File: src/rtl/noc_pkg.sv
// rtl/noc_pkg.sv - shared flit types, FSM encoding and flit builder for the NoC packetizer
// ST_DROP is present only when NOC_PKT_DESTCHK_EN is defined.
package noc_pkg;

    localparam int FLIT_HEAD  = 1;
    localparam int FLIT_BODY  = 2;
    localparam int FLIT_TAIL  = 3;
    localparam int FLIT_MAX_W = 64;

`ifdef NOC_PKT_DESTCHK_EN
    typedef enum logic [1:0] {ST_IDLE, ST_PAYLOAD, ST_DROP} state_t;
`else
    typedef enum logic [1:0] {ST_IDLE, ST_PAYLOAD} state_t;
`endif

    // Returns {ftype, payload} right-aligned in FLIT_MAX_W bits; callers truncate to dw.
    function automatic logic [FLIT_MAX_W-1:0] make_flit(input int dw, input int tw,
                                                        input int ftype,
                                                        input logic [FLIT_MAX_W-1:0] payload);
        logic [FLIT_MAX_W-1:0] mask;
        logic [FLIT_MAX_W-1:0] tval;
        mask = '1;
        mask = mask >> (FLIT_MAX_W - (dw - tw));
        tval = FLIT_MAX_W'(ftype);
        return (tval << (dw - tw)) | (payload & mask);
    endfunction

endpackage

File: src/rtl/noc_packetizer_if.sv
// rtl/noc_packetizer_if.sv - payload-in / flit-out handshake bundle of the packetizer
// slave is the packetizer's view, master is the traffic source / router side.
interface noc_packetizer_if #(
    parameter int N          = 6,
    parameter int DATA_WIDTH = 32,
    parameter int TYPE_WIDTH = 2
);
    logic [$clog2(N)-1:0]             dest_in;
    logic [DATA_WIDTH-TYPE_WIDTH-1:0] data_in;
    logic                             valid_in;
    logic                             ready_in;
    logic [DATA_WIDTH-1:0]            data_out;
    logic                             valid_out;
    logic                             ready_out;

    modport slave (
        input  dest_in, data_in, valid_in, ready_out,
        output ready_in, data_out, valid_out
    );

    modport master (
        output dest_in, data_in, valid_in, ready_out,
        input  ready_in, data_out, valid_out
    );
endinterface

File: src/rtl/noc_flit_reg.sv
// rtl/noc_flit_reg.sv - single-entry valid/ready output register
// Loads when empty or drained in the same cycle; holds data while stalled.
module noc_flit_reg #(
    parameter int W = 32
) (
    input  logic         clk,
    input  logic         rst,
    input  logic         load,
    input  logic [W-1:0] flit,
    output logic         valid_out,
    output logic [W-1:0] data_out,
    input  logic         ready_out,
    output logic         can_load
);

    logic         valid_q;
    logic [W-1:0] data_q;

    assign can_load  = !valid_q || ready_out;
    assign valid_out = valid_q;
    assign data_out  = data_q;

    always_ff @(posedge clk or negedge rst) begin
        if (!rst) begin
            valid_q <= 1'b0;
            data_q  <= '0;
        end else if (load && can_load) begin
            valid_q <= 1'b1;
            data_q  <= flit;
        end else if (ready_out) begin
            valid_q <= 1'b0;
        end
    end

endmodule

File: src/rtl/noc_packetizer.sv
// rtl/noc_packetizer.sv - wraps payload words into head/body/tail NoC packets
// NOC_PKT_DESTCHK_EN adds illegal-destination dropping with an err_dest pulse.
module noc_packetizer
    import noc_pkg::*;
#(
    parameter int N             = 6,
    parameter int INDEX         = 0,
    parameter int DATA_WIDTH    = 32,
    parameter int TYPE_WIDTH    = 2,
    parameter int FlitPerPacket = 6
) (
    input  logic                clk,
    input  logic                rst,
    noc_packetizer_if.slave     bus,
    output logic                err_dest
);

    localparam int CNT_W = $clog2(FlitPerPacket);

    if (FlitPerPacket < 2 || INDEX >= N) begin : g_bad_cfg
        $error("noc_packetizer: illegal FlitPerPacket or INDEX");
    end

    state_t                  state_q;
    logic [CNT_W-1:0]        cnt_q;
    logic                    can_load;
    logic                    load_w;
    logic                    ready_w;
    logic                    word_acc;
    logic                    last_word;
    logic                    dest_ok;
    logic [DATA_WIDTH-1:0]   flit_w;

    assign last_word   = (cnt_q == CNT_W'(FlitPerPacket - 2));
    assign word_acc    = bus.valid_in && ready_w;
    assign bus.ready_in = ready_w;

`ifdef NOC_PKT_DESTCHK_EN
    logic err_q;
    assign dest_ok  = (32'(bus.dest_in) < 32'(N)) && (32'(bus.dest_in) != 32'(INDEX));
    assign err_dest = err_q;
`else
    assign dest_ok  = 1'b1;
    assign err_dest = 1'b0;
`endif

    always_comb begin
        ready_w = 1'b0;
        load_w  = 1'b0;
        flit_w  = '0;
        case (state_q)
            ST_IDLE: begin
                if (bus.valid_in && dest_ok && can_load) begin
                    load_w = 1'b1;
                    flit_w = DATA_WIDTH'(make_flit(DATA_WIDTH, TYPE_WIDTH, FLIT_HEAD,
                                                   FLIT_MAX_W'(bus.dest_in)));
                end
            end
            ST_PAYLOAD: begin
                ready_w = can_load;
                if (bus.valid_in && can_load) begin
                    load_w = 1'b1;
                    flit_w = DATA_WIDTH'(make_flit(DATA_WIDTH, TYPE_WIDTH,
                                                   last_word ? FLIT_TAIL : FLIT_BODY,
                                                   FLIT_MAX_W'(bus.data_in)));
                end
            end
`ifdef NOC_PKT_DESTCHK_EN
            ST_DROP: ready_w = 1'b1;
`endif
            default: ;
        endcase
    end

    always_ff @(posedge clk or negedge rst) begin
        if (!rst) begin
            state_q <= ST_IDLE;
            cnt_q   <= '0;
`ifdef NOC_PKT_DESTCHK_EN
            err_q   <= 1'b0;
`endif
        end else begin
`ifdef NOC_PKT_DESTCHK_EN
            err_q <= 1'b0;
`endif
            case (state_q)
                ST_IDLE: begin
                    cnt_q <= '0;
                    if (bus.valid_in) begin
                        if (dest_ok) begin
                            if (can_load) state_q <= ST_PAYLOAD;
                        end
`ifdef NOC_PKT_DESTCHK_EN
                        else begin
                            err_q   <= 1'b1;
                            state_q <= ST_DROP;
                        end
`endif
                    end
                end
                ST_PAYLOAD: begin
                    if (word_acc) begin
                        if (last_word) begin
                            state_q <= ST_IDLE;
                            cnt_q   <= '0;
                        end else begin
                            cnt_q <= cnt_q + 1'b1;
                        end
                    end
                end
`ifdef NOC_PKT_DESTCHK_EN
                // Same word count as a real packet, but nothing reaches the router.
                ST_DROP: begin
                    if (word_acc) begin
                        if (last_word) begin
                            state_q <= ST_IDLE;
                            cnt_q   <= '0;
                        end else begin
                            cnt_q <= cnt_q + 1'b1;
                        end
                    end
                end
`endif
                default: state_q <= ST_IDLE;
            endcase
        end
    end

    noc_flit_reg #(.W(DATA_WIDTH)) u_flit_reg (
        .clk       (clk),
        .rst       (rst),
        .load      (load_w),
        .flit      (flit_w),
        .valid_out (bus.valid_out),
        .data_out  (bus.data_out),
        .ready_out (bus.ready_out),
        .can_load  (can_load)
    );

endmodule

File: src/flat_wrapper.sv
// flat-port wrapper written by rule: the top's interface ports become plain ports
module noc_packetizer_flat import noc_pkg::*;
#(
    parameter int N             = 6,
    parameter int INDEX         = 0,
    parameter int DATA_WIDTH    = 32,
    parameter int TYPE_WIDTH    = 2,
    parameter int FlitPerPacket = 6
)
  (clk, rst, err_dest, bus_dest_in, bus_data_in, bus_valid_in, bus_ready_out, bus_ready_in, bus_data_out, bus_valid_out);
  noc_packetizer_if #(.N(N), .DATA_WIDTH(DATA_WIDTH), .TYPE_WIDTH(TYPE_WIDTH)) bus_i ();
  input  logic clk;
  input  logic rst;
  output logic err_dest;
  input wire logic [$bits(bus_i.dest_in)-1:0] bus_dest_in;
  input wire logic [$bits(bus_i.data_in)-1:0] bus_data_in;
  input wire logic [$bits(bus_i.valid_in)-1:0] bus_valid_in;
  input wire logic [$bits(bus_i.ready_out)-1:0] bus_ready_out;
  output wire logic [$bits(bus_i.ready_in)-1:0] bus_ready_in;
  output wire logic [$bits(bus_i.data_out)-1:0] bus_data_out;
  output wire logic [$bits(bus_i.valid_out)-1:0] bus_valid_out;
  assign bus_i.dest_in = bus_dest_in;
  assign bus_i.data_in = bus_data_in;
  assign bus_i.valid_in = bus_valid_in;
  assign bus_i.ready_out = bus_ready_out;
  assign bus_ready_in = bus_i.ready_in;
  assign bus_data_out = bus_i.data_out;
  assign bus_valid_out = bus_i.valid_out;
  noc_packetizer #(.N(N), .INDEX(INDEX), .DATA_WIDTH(DATA_WIDTH), .TYPE_WIDTH(TYPE_WIDTH), .FlitPerPacket(FlitPerPacket)) u_core (.clk(clk), .rst(rst), .bus(bus_i), .err_dest(err_dest));
endmodule
File: config.mk
export PLATFORM = sky130hd
export DESIGN_NAME = noc_packetizer_flat
export DESIGN_NICKNAME = d
export VERILOG_FILES = /design/src/rtl/noc_pkg.sv /design/src/rtl/noc_packetizer_if.sv /design/src/rtl/noc_flit_reg.sv /design/src/rtl/noc_packetizer.sv /design/src/flat_wrapper.sv
export SDC_FILE = /design/constraint.sdc
export NUM_CORES = 1
export LEC_CHECK = 0
export CORE_MARGIN = 5
export CORE_UTILIZATION = 28
export DETAILED_ROUTE_END_ITERATION = 12
export SKIP_CTS_REPAIR_TIMING = 1
export SLEW_MARGIN = 25
export SYNTH_ARGS = -nofsm -noshare
export SYNTH_HDL_FRONTEND = slang
export SYNTH_SLANG_ARGS = --single-unit
File: constraint.sdc
create_clock -name clk -period 1.4 [get_ports clk]
set_input_delay 0.42 -clock clk [delete_from_list [all_inputs] [get_ports clk]]
set_output_delay 0.42 -clock clk [all_outputs]
set_load 0.01 [all_outputs]
==> metrics.csv, run 1 <==
metric;value;unit
worstSkewPairLatency;0.29;ns
post_synth_and_or_nand_nor_area_fraction;10.5;%
status;complete, but fails checks;
global_route.overflow_total;0;
postSynthAreaPerCell;9.73;µm²
worst_case_clock_buffer_depth;2;
place_area;2530;µm²
antenna_violations_before_repair;0;
rsz0062_at_grt;true;
maxSlewViolCount;0;
global_route.usage.total;12.3;%
cts.sinks;37;
initial_core_util;28.6;%
ys_ff_latch;37;
cap_viol_max_count;0;
fmax;0.700;GHz
final_estimated_routing_congestion_in_global_placement;0.765;
fp.coreArea;5850;µm²
synthesis.instances;172;
adder_cell_fraction_of_synth_area;1.49;%
netlist.top_cell.by_area;sky130_fd_sc_hd__dfrtp_1;
ys_dominant_reg_cell;sky130_fd_sc_hd__dfrtp_1;
delay_of_the_slowest_critical_path_stage;0.39;ns
wirelength_routed;4.60;mm
die_width;87.3;µm
clock_slew_seen_by_the_registers_of_the_worst_setup_and_hold_paths;0.08;ns
cts_max_level;2;
drt-initial-drc-count;61;
ir_drop_worst_case_vdd;0.453;mV
global_route.peak_usage_layer;met2;
drt-vias-per-instance;4.67;
antenna_left;0;
grtUsageMet2;18.7;%
switchingPower;0.00108;W
synth_nets;211;
worstSetupPathType;reg -> out;
cell_internal_pwr;0.00230;W
critical_path.endpoint_type;output port;
pin_count_of_the_biggest_net_entering_global_routing;38;
post-route-period-util;102;%
die_area;7630;µm²
min_tclk_post_route;1.43;ns
share_clk_of_total_power;21.1;%
grt_pass1_wl;7.45;mm
main_combinational_cell_family_by_area_after_synthesis;compound AO/OA/AOI/OAI gates;
critical_path_buf_inv_count;1;
area_growth_syn_to_layout;61.7;%
tritoncts;done;
power.leakage;1.55;nW
vias;1509;
synth_sequential_area_ratio;55.3;%
synth.cell_area;1670;µm²
violations;negative setup slack;
layout-drive-gt1-share;12.9;%
worstPathRequired;0.98;ns
dr.pass1.iters;4;
mux_contribution_to_synthesized_area;1.79;%
grt.met3_usage;4.16;%
clock-root-buffer;sky130_fd_sc_hd__clkbuf_8;
critPathLaunchType;flop;
gr-usage-met1;16.8;%
yosysWarnings;0;
compound_gate_fraction_of_synth_area;22.3;%
whs;0.0860;ns
report.final.hold_viol_count;0;
setup-tns-final;-0.0288;ns
vias_in_the_first_global_route;1518;
yosys.cell_types.count;25;
fin_ws;-0.0288;ns
detail_route.drc_violations;0;
place.detailed.hpwl;3.15;mm
worst-path-max-fanout;2;
floorplan.die.height;87.3;µm
post_synth_edffs;0;
wl_per_cell;14.3;µm
post-route-util;46.3;%
worst-endpoint-arrival;1.01;ns
logic_pwr_share;36.5;%
finalClockSkew;0.0110;ns
floorplan.rows;28;
yosys.area_share.xor_xnor;0;%
worstPathCellList;nor2b_4, nor2_2, clkbuf_2;
ff2ff_setup_slack;0.07;ns
synth_most_common_cell;sky130_fd_sc_hd__o21ai_1;
synth_top_cells_by_area;sky130_fd_sc_hd__dfrtp_1 (55%), sky130_fd_sc_hd__o21ai_1 (17%), sky130_fd_sc_hd__nand2_1 (7.0%);
final_design_area_no_fill;2710;µm²
antenna_cells;0;
finish.net_count;286;
pwr_density_cell;1250;nW/µm²
power_switching_share;32.0;%
slowest_library_cell_on_the_worst_path;sky130_fd_sc_hd__dfrtp_1;
cts_made_buffers;5;
setup_viol_count_final;1;
synth.top_cell.area_share;55.3;%
port_buffers;70;
yosys-top-cells-count;sky130_fd_sc_hd__o21ai_1 (56), sky130_fd_sc_hd__dfrtp_1 (37), sky130_fd_sc_hd__nand2_1 (31), sky130_fd_sc_hd__buf_6 (6), sky130_fd_sc_hd__o21ai_0 (6);
ios;72;
seqPwrFrac;42.4;%
hp-class;in -> async;
async_flop_share;100;%
cpLargestDelayFamily;flip-flops;
==> worst reg2reg max path, delay by kind of cell, from the launching register on <==
kind	cells	cell delay, ns
AOI/OAI and AO/OA	1	0.24
and+or+nand+nor	2	0.31
DFF	1	0.39
buffers and inverters	2	0.30
==> power by group through the flow <==
stage / logic, W / clock network (W) / registers, W
after global routing: 0.00138 / 0.000795 / 0.00147
final: 0.00123 / 0.000713 / 0.00143
after CTS: 0.00131 / 0.000748 / 0.00145
after detailed placement: 0.00130 / 0 / 0.00146
after floorplan: 0.000520 / 0 / 0.00154
after global placement: 0.00128 / 0 / 0.00146
==> state kept, by name (all words and copies together), names as in the netlist <==
| name | cells |
|---|---|
| u_core.u_flit_reg.valid_out | 1 |
| u_core.u_flit_reg.data_out | 32 |
| u_core.cnt_q | 3 |
| u_core.state_q | 1 |
==> metrics by stage <==
step | setup WS, ns | instances | power [W]
final | -0.0288 | 323 | 0.00338
after global routing | -0.0869 | 323 | 0.00365
after CTS | -0.630 | 323 | 0.00350
after detailed placement | -0.626 | 315 | 0.00277
after global placement | -0.624 | 315 | 0.00274
after floorplan | 0.0247 | 172 | 0.00206
==> layer usage <==
metal | routed length [µm] | share of wire [%]
met3 | 384 | 8.3
met1 | 2100 | 46
met4 | 45 | 0.98
met5 | 0 | 0
met2 | 2080 | 45
==> cell type report <==
cell class                 count  area (µm²)
fill                         566        3140
timing repair buffer          83         966
sequential                    37         926
multi-input combinational    116         622
tap                           75        93.8
clock buffer                   6        72.6
inverter                       4        17.5
clock inverter                 2        10.0
==> cells in the final DEF (no fill, tap or decap), types with 2 or more instances in the layout <==
cell,synthesis,routed
sky130_fd_sc_hd__buf_6,6,2
sky130_fd_sc_hd__o21ai_2,2,2
sky130_fd_sc_hd__buf_12,0,7
sky130_fd_sc_hd__clkinv_2,0,2
sky130_fd_sc_hd__clkbuf_8,0,5
sky130_fd_sc_hd__clkdlybuf4s50_1,0,33
sky130_fd_sc_hd__a21oi_1,4,4
sky130_fd_sc_hd__ha_1,2,2
sky130_fd_sc_hd__dlymetal6s2s_1,0,34
sky130_fd_sc_hd__buf_4,5,5
sky130_fd_sc_hd__o21ai_1,56,56
sky130_fd_sc_hd__mux2i_1,3,3
sky130_fd_sc_hd__nand2_1,31,31
sky130_fd_sc_hd__dfrtp_1,37,37
sky130_fd_sc_hd__o21ai_0,6,6
sky130_fd_sc_hd__inv_1,3,3
==> cell families (layout without fill, tap and decap cells) <==
| kind of cell | count (synthesis) | after routing |
|---|---|---|
| adder cells (fa/ha/maj) | 2 | 2 |
| AND/OR/NAND/NOR | 40 | 40 |
| flip-flops | 37 | 37 |
| multiplexers | 3 | 3 |
| AO/OA/AOI/OAI | 70 | 70 |
| other | 1 | 1 |
| buffers and inverters | 19 | 95 |
==> path summary, 6_finish.rpt <==
path	endpoint	start	cells after the start
max reg2reg	u_core.cnt_q[2]$_DFFE_PN0P_	u_core.u_flit_reg.valid_out$_DFFE_PN0P_	5
min	u_core.u_flit_reg.data_out[3]$_DFFE_PN0P_	rst	2
max	bus_ready_in	u_core.u_flit_reg.valid_out$_DFFE_PN0P_	3
min in group clk	u_core.u_flit_reg.data_out[31]$_DFFE_PN0P_	u_core.u_flit_reg.data_out[31]$_DFFE_PN0P_	2
max in group asynchronous	u_core.u_flit_reg.data_out[25]$_DFFE_PN0P_	rst	2
min reg2reg	u_core.u_flit_reg.data_out[31]$_DFFE_PN0P_	u_core.u_flit_reg.data_out[31]$_DFFE_PN0P_	2
(Power assumes the default switching activity.)
==> run 2: changes to the inputs <==
CTS_BUF_LIST = sky130_fd_sc_hd__clkbuf_8 sky130_fd_sc_hd__clkbuf_16   (was unset)
==> run 2 against run 1 <==
Effect of this change:
- the flow still finishes with violations (negative setup slack)
- global-route usage is the same
- via count is the same
- sequential power is essentially flat
- power shrank 0.20%
- sequential cell count is the same
- critical path depth is the same
- sequential share of layout area is the same
- clock power shrank 0.8%
- register-to-register slack is essentially flat
- cell count is the same
- first-iteration DRC count is the same
- die area is the same
==> metrics.csv, run 2 (synthesis gave the netlist of run 1 again) <==
metric;value;unit;change
die_width;87.3;µm;unchanged
fin_total_pwr;0.00337;W;was 0.00338 W
detail_route.drc_violations;0;;unchanged
power.leakage;1.55;nW;about the same
critPathLaunchType;flop;;unchanged
dp.cells;315;;unchanged
cpLargestDelayFamily;flip-flops;;unchanged
reg2reg_depth;5;;unchanged
grt_pass1_wl;7.45;mm;unchanged
maxSlewViolCount;0;;unchanged
worstPathCellList;nor2b_4, nor2_2, clkbuf_2;;unchanged
fin_ws;-0.0288;ns;unchanged
final_cells;323;;unchanged
slowest_library_cell_on_the_worst_path;sky130_fd_sc_hd__dfrtp_1;;unchanged
die_area;7630;µm²;unchanged
vias_in_the_first_global_route;1518;;unchanged
fmax;0.700;GHz;unchanged
port_buffers;70;;unchanged
vias;1509;;unchanged
antenna_cells;0;;unchanged
place.detailed.hpwl;3.15;mm;unchanged
r2r_end;u_core.cnt_q[2]$_DFFE_PN0P_;;unchanged
finish.net_count;286;;unchanged
antenna_violations_before_repair;0;;unchanged
finalClockSkew;0.0110;ns;unchanged
global_route.overflow_total;0;;unchanged
post-route-period-util;102;%;unchanged
worstPathRequired;0.98;ns;about the same
wl_per_cell;14.3;µm;unchanged
clock_slew_seen_by_the_registers_of_the_worst_setup_and_hold_paths;0.08;ns;about the same
hp-class;in -> async;;unchanged
cap_viol_max_count;0;;unchanged
antenna_left;0;;unchanged
cts_made_buffers;5;;unchanged
cts.sinks;37;;unchanged
drt-initial-drc-count;61;;unchanged
clock-root-buffer;sky130_fd_sc_hd__clkbuf_8;;unchanged
ff2ff_setup_slack;0.07;ns;about the same
wirelength_routed;4.60;mm;unchanged
delay_of_the_slowest_critical_path_stage;0.39;ns;about the same
place_area;2530;µm²;unchanged
layout.cells.most_common;sky130_fd_sc_hd__o21ai_1;;unchanged
min_tclk_post_route;1.43;ns;unchanged
initial_core_util;28.6;%;unchanged
rsz0062_at_grt;true;;unchanged
fillCellCount;566;;unchanged
pwr_density_cell;1240;nW/µm²;was 1250 nW/µm²
violations;negative setup slack;;unchanged
setup_viol_count_final;1;;unchanged
ios;72;;unchanged
worstSkewPairLatency;0.29;ns;about the same
final_design_area_no_fill;2710;µm²;unchanged
report.final.hold_viol_count;0;;unchanged
worst-endpoint-arrival;1.01;ns;about the same
global_route.usage.total;12.3;%;unchanged
drt-vias-per-instance;4.67;;unchanged
worst_case_clock_buffer_depth;2;;unchanged
worst-path-max-fanout;2;;unchanged
floorplan.die.height;87.3;µm;unchanged
dr.pass1.iters;4;;unchanged
whs;0.0860;ns;unchanged
status;complete, but fails checks;;unchanged
worstSetupPathType;reg -> out;;unchanged
layout-drive-gt1-share;12.9;%;unchanged
cts_max_level;2;;unchanged
tritoncts;done;;unchanged
critical_path_buf_inv_count;1;;unchanged
critical_path.endpoint_type;output port;;unchanged
final_estimated_routing_congestion_in_global_placement;0.765;;unchanged
startpoint_of_the_lowest_slack_register_to_register_path;u_core.u_flit_reg.valid_out$_DFFE_PN0P_;;unchanged
ir_drop_worst_case_vdd;0.449;mV;was 0.453 mV
most-common-layout-cells;sky130_fd_sc_hd__o21ai_1 (56), sky130_fd_sc_hd__dfrtp_1 (37), sky130_fd_sc_hd__dlymetal6s2s_1 (34);;unchanged
number_of_flip_flops_in_the_largest_register;32;;unchanged
fp.coreArea;5850;µm²;unchanged
area_growth_syn_to_layout;61.7;%;unchanged
floorplan.rows;28;;unchanged
pin_count_of_the_biggest_net_entering_global_routing;38;;unchanged
run 2: worst max-delay path by stage:
stage                         to  cells after the start  slack [ns]                                     from
global placement    bus_ready_in                      4       -0.62                            bus_ready_out
global route        bus_ready_in                      3       -0.09  u_core.u_flit_reg.valid_out$_DFFE_PN0P_
finish              bus_ready_in                      3       -0.03  u_core.u_flit_reg.valid_out$_DFFE_PN0P_
detailed placement  bus_ready_in                      4       -0.63                            bus_ready_out
floorplan           bus_ready_in                      4        0.02  u_core.u_flit_reg.valid_out$_DFFE_PN0P_
CTS                 bus_ready_in                      4       -0.63                            bus_ready_out
run 2: layout make-up:
type	count	area [µm²]	area share, %
multi-input combinational	116	622	23.0
inverter	4	17.5	0.647
sequential	37	926	34.2
clock buffer	5	68.8	2.54
tap	75	93.8	3.47
timing repair buffer	83	966	35.7
clock inverter	3	13.8	0.508
run 2: routing by layer:
layer / global-route usage [%] / share of wire, %
met1: 16.8 / 46
met4: 3.35 / 0.98
met2: 18.7 / 45
met3: 4.16 / 8.3
met5: 0 / 0
run 2: metrics by stage:
step                util [%]  TNS, ns  setup slack (ns)
floorplan                  -        0            0.0247
global placement        43.3    -9.73            -0.624
detailed placement      43.3   -10.60            -0.626
CTS                     44.7    -7.81            -0.630
global route            46.3  -0.0869           -0.0869
finish                  46.3  -0.0288           -0.0288
run 2: report_power, final:
| group | total, W | switching (W) | internal (W) | leakage [nW] |
|---|---|---|---|---|
| Sequential | 0.00143 | 0.000125 | 0.00131 | 0.452 |
| Clock | 0.000707 | 0.000369 | 0.000338 | 0.0491 |
| Combinational | 0.00123 | 0.000588 | 0.000643 | 1.05 |
| Total | 0.00337 | 0.00108 | 0.00229 | 1.55 |
run 2: worst reg2reg max path: stages (launching register included):
cell,delay [ns]
sky130_fd_sc_hd__dfrtp_1,0.39
sky130_fd_sc_hd__buf_4,0.14
sky130_fd_sc_hd__or2b_4,0.23
sky130_fd_sc_hd__nand2_4,0.08
sky130_fd_sc_hd__buf_12,0.16
sky130_fd_sc_hd__o32ai_2,0.24
==> run 3: changes to the inputs <==
CORE_UTILIZATION = 42   (was 28)
PLACE_DENSITY = 0.8   (was unset)
==> run 3 against run 2 <==
Effect of this change:
- sequential power hardly changed
- worst setup slack worse by 0.0047 ns
- largest power group unchanged
- die area is 30% lower
- critical endpoint unchanged
- first-iteration DRC count is 84% higher
- sequential cell count stayed put
- largest cell class unchanged
- hold slack better by 0.0039 ns
- combinational power hardly changed
- the run still ends with negative setup slack left
==> metrics.csv, run 3 (synthesis gave the netlist of run 1 again) <==
metric;value;unit;change
most-common-layout-cells;sky130_fd_sc_hd__o21ai_1 (56), sky130_fd_sc_hd__dfrtp_1 (37), sky130_fd_sc_hd__dlymetal6s2s_1 (34);;unchanged
worstSkewPairLatency;0.28;ns;was 0.29 ns
initial_core_util;42.5;%;was 28.6%
startpoint_of_the_lowest_slack_register_to_register_path;u_core.u_flit_reg.valid_out$_DFFE_PN0P_;;unchanged
status;complete, but fails checks;;unchanged
ios;72;;unchanged
wl_per_cell;14.8;µm;was 14.3 µm
pin_count_of_the_biggest_net_entering_global_routing;38;;unchanged
min_tclk_post_route;1.43;ns;about the same
worst-endpoint-arrival;1.01;ns;about the same
tritoncts;done;;unchanged
report.final.hold_viol_count;0;;unchanged
clock_slew_seen_by_the_registers_of_the_worst_setup_and_hold_paths;0.07;ns;was 0.08 ns
die_area;5350;µm²;was 7630 µm²
post-route-util;68.1;%;was 46.3%
drt-vias-per-instance;5.17;;was 4.67
worstPathCellList;nor2b_4, nor2_2, buf_2;;was nor2b_4, nor2_2, clkbuf_2
place.detailed.hpwl;3.01;mm;was 3.15 mm
dp.cells;290;;was 315
final_estimated_routing_congestion_in_global_placement;0.797;;was 0.765
cts_max_level;2;;unchanged
pwr_density_cell;1270;nW/µm²;was 1240 nW/µm²
startpoint;u_core.u_flit_reg.valid_out$_DFFE_PN0P_;;unchanged
post-route-period-util;102;%;about the same
die_width;73.1;µm;was 87.3 µm
fp.coreArea;3940;µm²;was 5850 µm²
antenna_left;0;;unchanged
fin_ws;-0.0335;ns;was -0.0288 ns
worst-path-max-fanout;2;;unchanged
dr.pass1.iters;4;;unchanged
cts_made_buffers;5;;unchanged
drt-initial-drc-count;112;;was 61
vias;1536;;was 1509
setup_viol_count_final;1;;unchanged
global_route.usage.total;17.0;%;was 12.3%
worst_case_clock_buffer_depth;2;;unchanged
antenna_cells;0;;unchanged
detail_route.drc_violations;0;;unchanged
fmax;0.698;GHz;was 0.700 GHz
final_cells;297;;was 323
worstPathRequired;0.98;ns;about the same
finalClockSkew;0.00402;ns;was 0.0110 ns
critPathLaunchType;flop;;unchanged
finish.net_count;286;;unchanged
rsz0062_at_grt;true;;unchanged
port_buffers;70;;unchanged
cap_viol_max_count;0;;unchanged
cts.sinks;37;;unchanged
number_of_flip_flops_in_the_largest_register;32;;unchanged
layout.cells.most_common;sky130_fd_sc_hd__o21ai_1;;unchanged
delay_of_the_slowest_critical_path_stage;0.40;ns;was 0.39 ns
area_growth_syn_to_layout;60.5;%;was 61.7%
layout-drive-gt1-share;13.0;%;was 12.9%
antenna_violations_before_repair;0;;unchanged
wirelength_routed;4.41;mm;was 4.60 mm
hp-class;in -> async;;unchanged
global_route.overflow_total;0;;unchanged
critical_path.endpoint_type;output port;;unchanged
slowest_library_cell_on_the_worst_path;sky130_fd_sc_hd__dfrtp_1;;unchanged
floorplan.rows;23;;was 28
ir_drop_worst_case_vdd;0.618;mV;was 0.449 mV
vias_in_the_first_global_route;1466;;was 1518
floorplan.die.height;73.1;µm;was 87.3 µm
detailedPlace.worstSlack;-0.589;ns;was -0.626 ns
grt_pass1_wl;7.09;mm;was 7.45 mm
violations;negative setup slack;;unchanged
worstSetupPathType;reg -> out;;unchanged
power.leakage;1.55;nW;about the same
maxSlewViolCount;0;;unchanged
clock-root-buffer;sky130_fd_sc_hd__clkbuf_8;;unchanged
-- run 3: cell types whose count changed in the layout (fill, tap and decap cells not counted) --
cell / previous run / this run
sky130_fd_sc_hd__clkbuf_2: 1 / 0
sky130_fd_sc_hd__nor4_1: 1 / 0
sky130_fd_sc_hd__buf_2: 1 / 2
sky130_fd_sc_hd__clkinv_2: 2 / 0
sky130_fd_sc_hd__nor4_2: 0 / 1
sky130_fd_sc_hd__clkbuf_8: 5 / 6
-- run 3: layout make-up --
class,instances,area [µm²]
well taps,50,62.6
flip-flops and latches,37,926
repair buffers,83,966
fillers,326,1260
clock inverters,1,3.75
inverters,4,17.5
clock buffers,6,82.6
multi-input cells,116,628
-- run 3: critical path, delay by kind of cell (launching register included) --
| family | cells | cell delay, ns |
|---|---|---|
| buffers and inverters | 1 | 0.13 |
| and+or+nand+nor | 2 | 0.20 |
| DFF | 1 | 0.40 |
-- run 3: worst paths after layout --
| kind | slack, ns | cells past startpoint | to |
|---|---|---|---|
| setup / recovery | -0.03 | 3 | bus_ready_in |
| min in group clk | 0.49 | 2 | u_core.u_flit_reg.data_out[14]$_DFFE_PN0P_ |
| max in group asynchronous | 1.12 | 2 | u_core.u_flit_reg.data_out[24]$_DFFE_PN0P_ |
| hold / removal | 0.09 | 2 | u_core.u_flit_reg.data_out[4]$_DFFE_PN0P_ |
| hold reg to reg | 0.49 | 2 | u_core.u_flit_reg.data_out[14]$_DFFE_PN0P_ |
| setup reg to reg | 0.13 | 4 | u_core.cnt_q[0]$_DFFE_PN0P_ |
-- run 3: routing by layer --
metal | track usage [%] | vias to the layer above | wire, µm
met4 | 6.15 | 0 | 59
met2 | 26.5 | 60 | 2070
met5 | 0 | - | 0
met3 | 4.68 | 8 | 381
met1 | 22.7 | 732 | 1900
li1 | - | 736 | -
-- run 3: report_power, final --
| part | leakage, nW | internal [W] | switching [W] |
|---|---|---|---|
| Combinational | 1.05 | 0.000644 | 0.000593 |
| Clock | 0.0485 | 0.000383 | 0.000351 |
| Sequential | 0.452 | 0.00131 | 0.000125 |
| Total | 1.55 | 0.00234 | 0.00107 |
-- run 3: through the flow --
| step | instance area, µm² | TNS (ns) | hold WS [ns] | total power (W) |
|---|---|---|---|---|
| finish | 2690 | -0.0335 | 0.0899 | 0.00340 |
| global route | 2690 | -0.120 | 0.105 | 0.00365 |
| CTS | 2580 | -7.47 | 0.0975 | 0.00349 |
| detailed placement | 2500 | -9.59 | 0.408 | 0.00275 |
| global placement | 2500 | -8.64 | 0.398 | 0.00271 |
| floorplan | 1680 | 0 | 0.124 | 0.00206 |
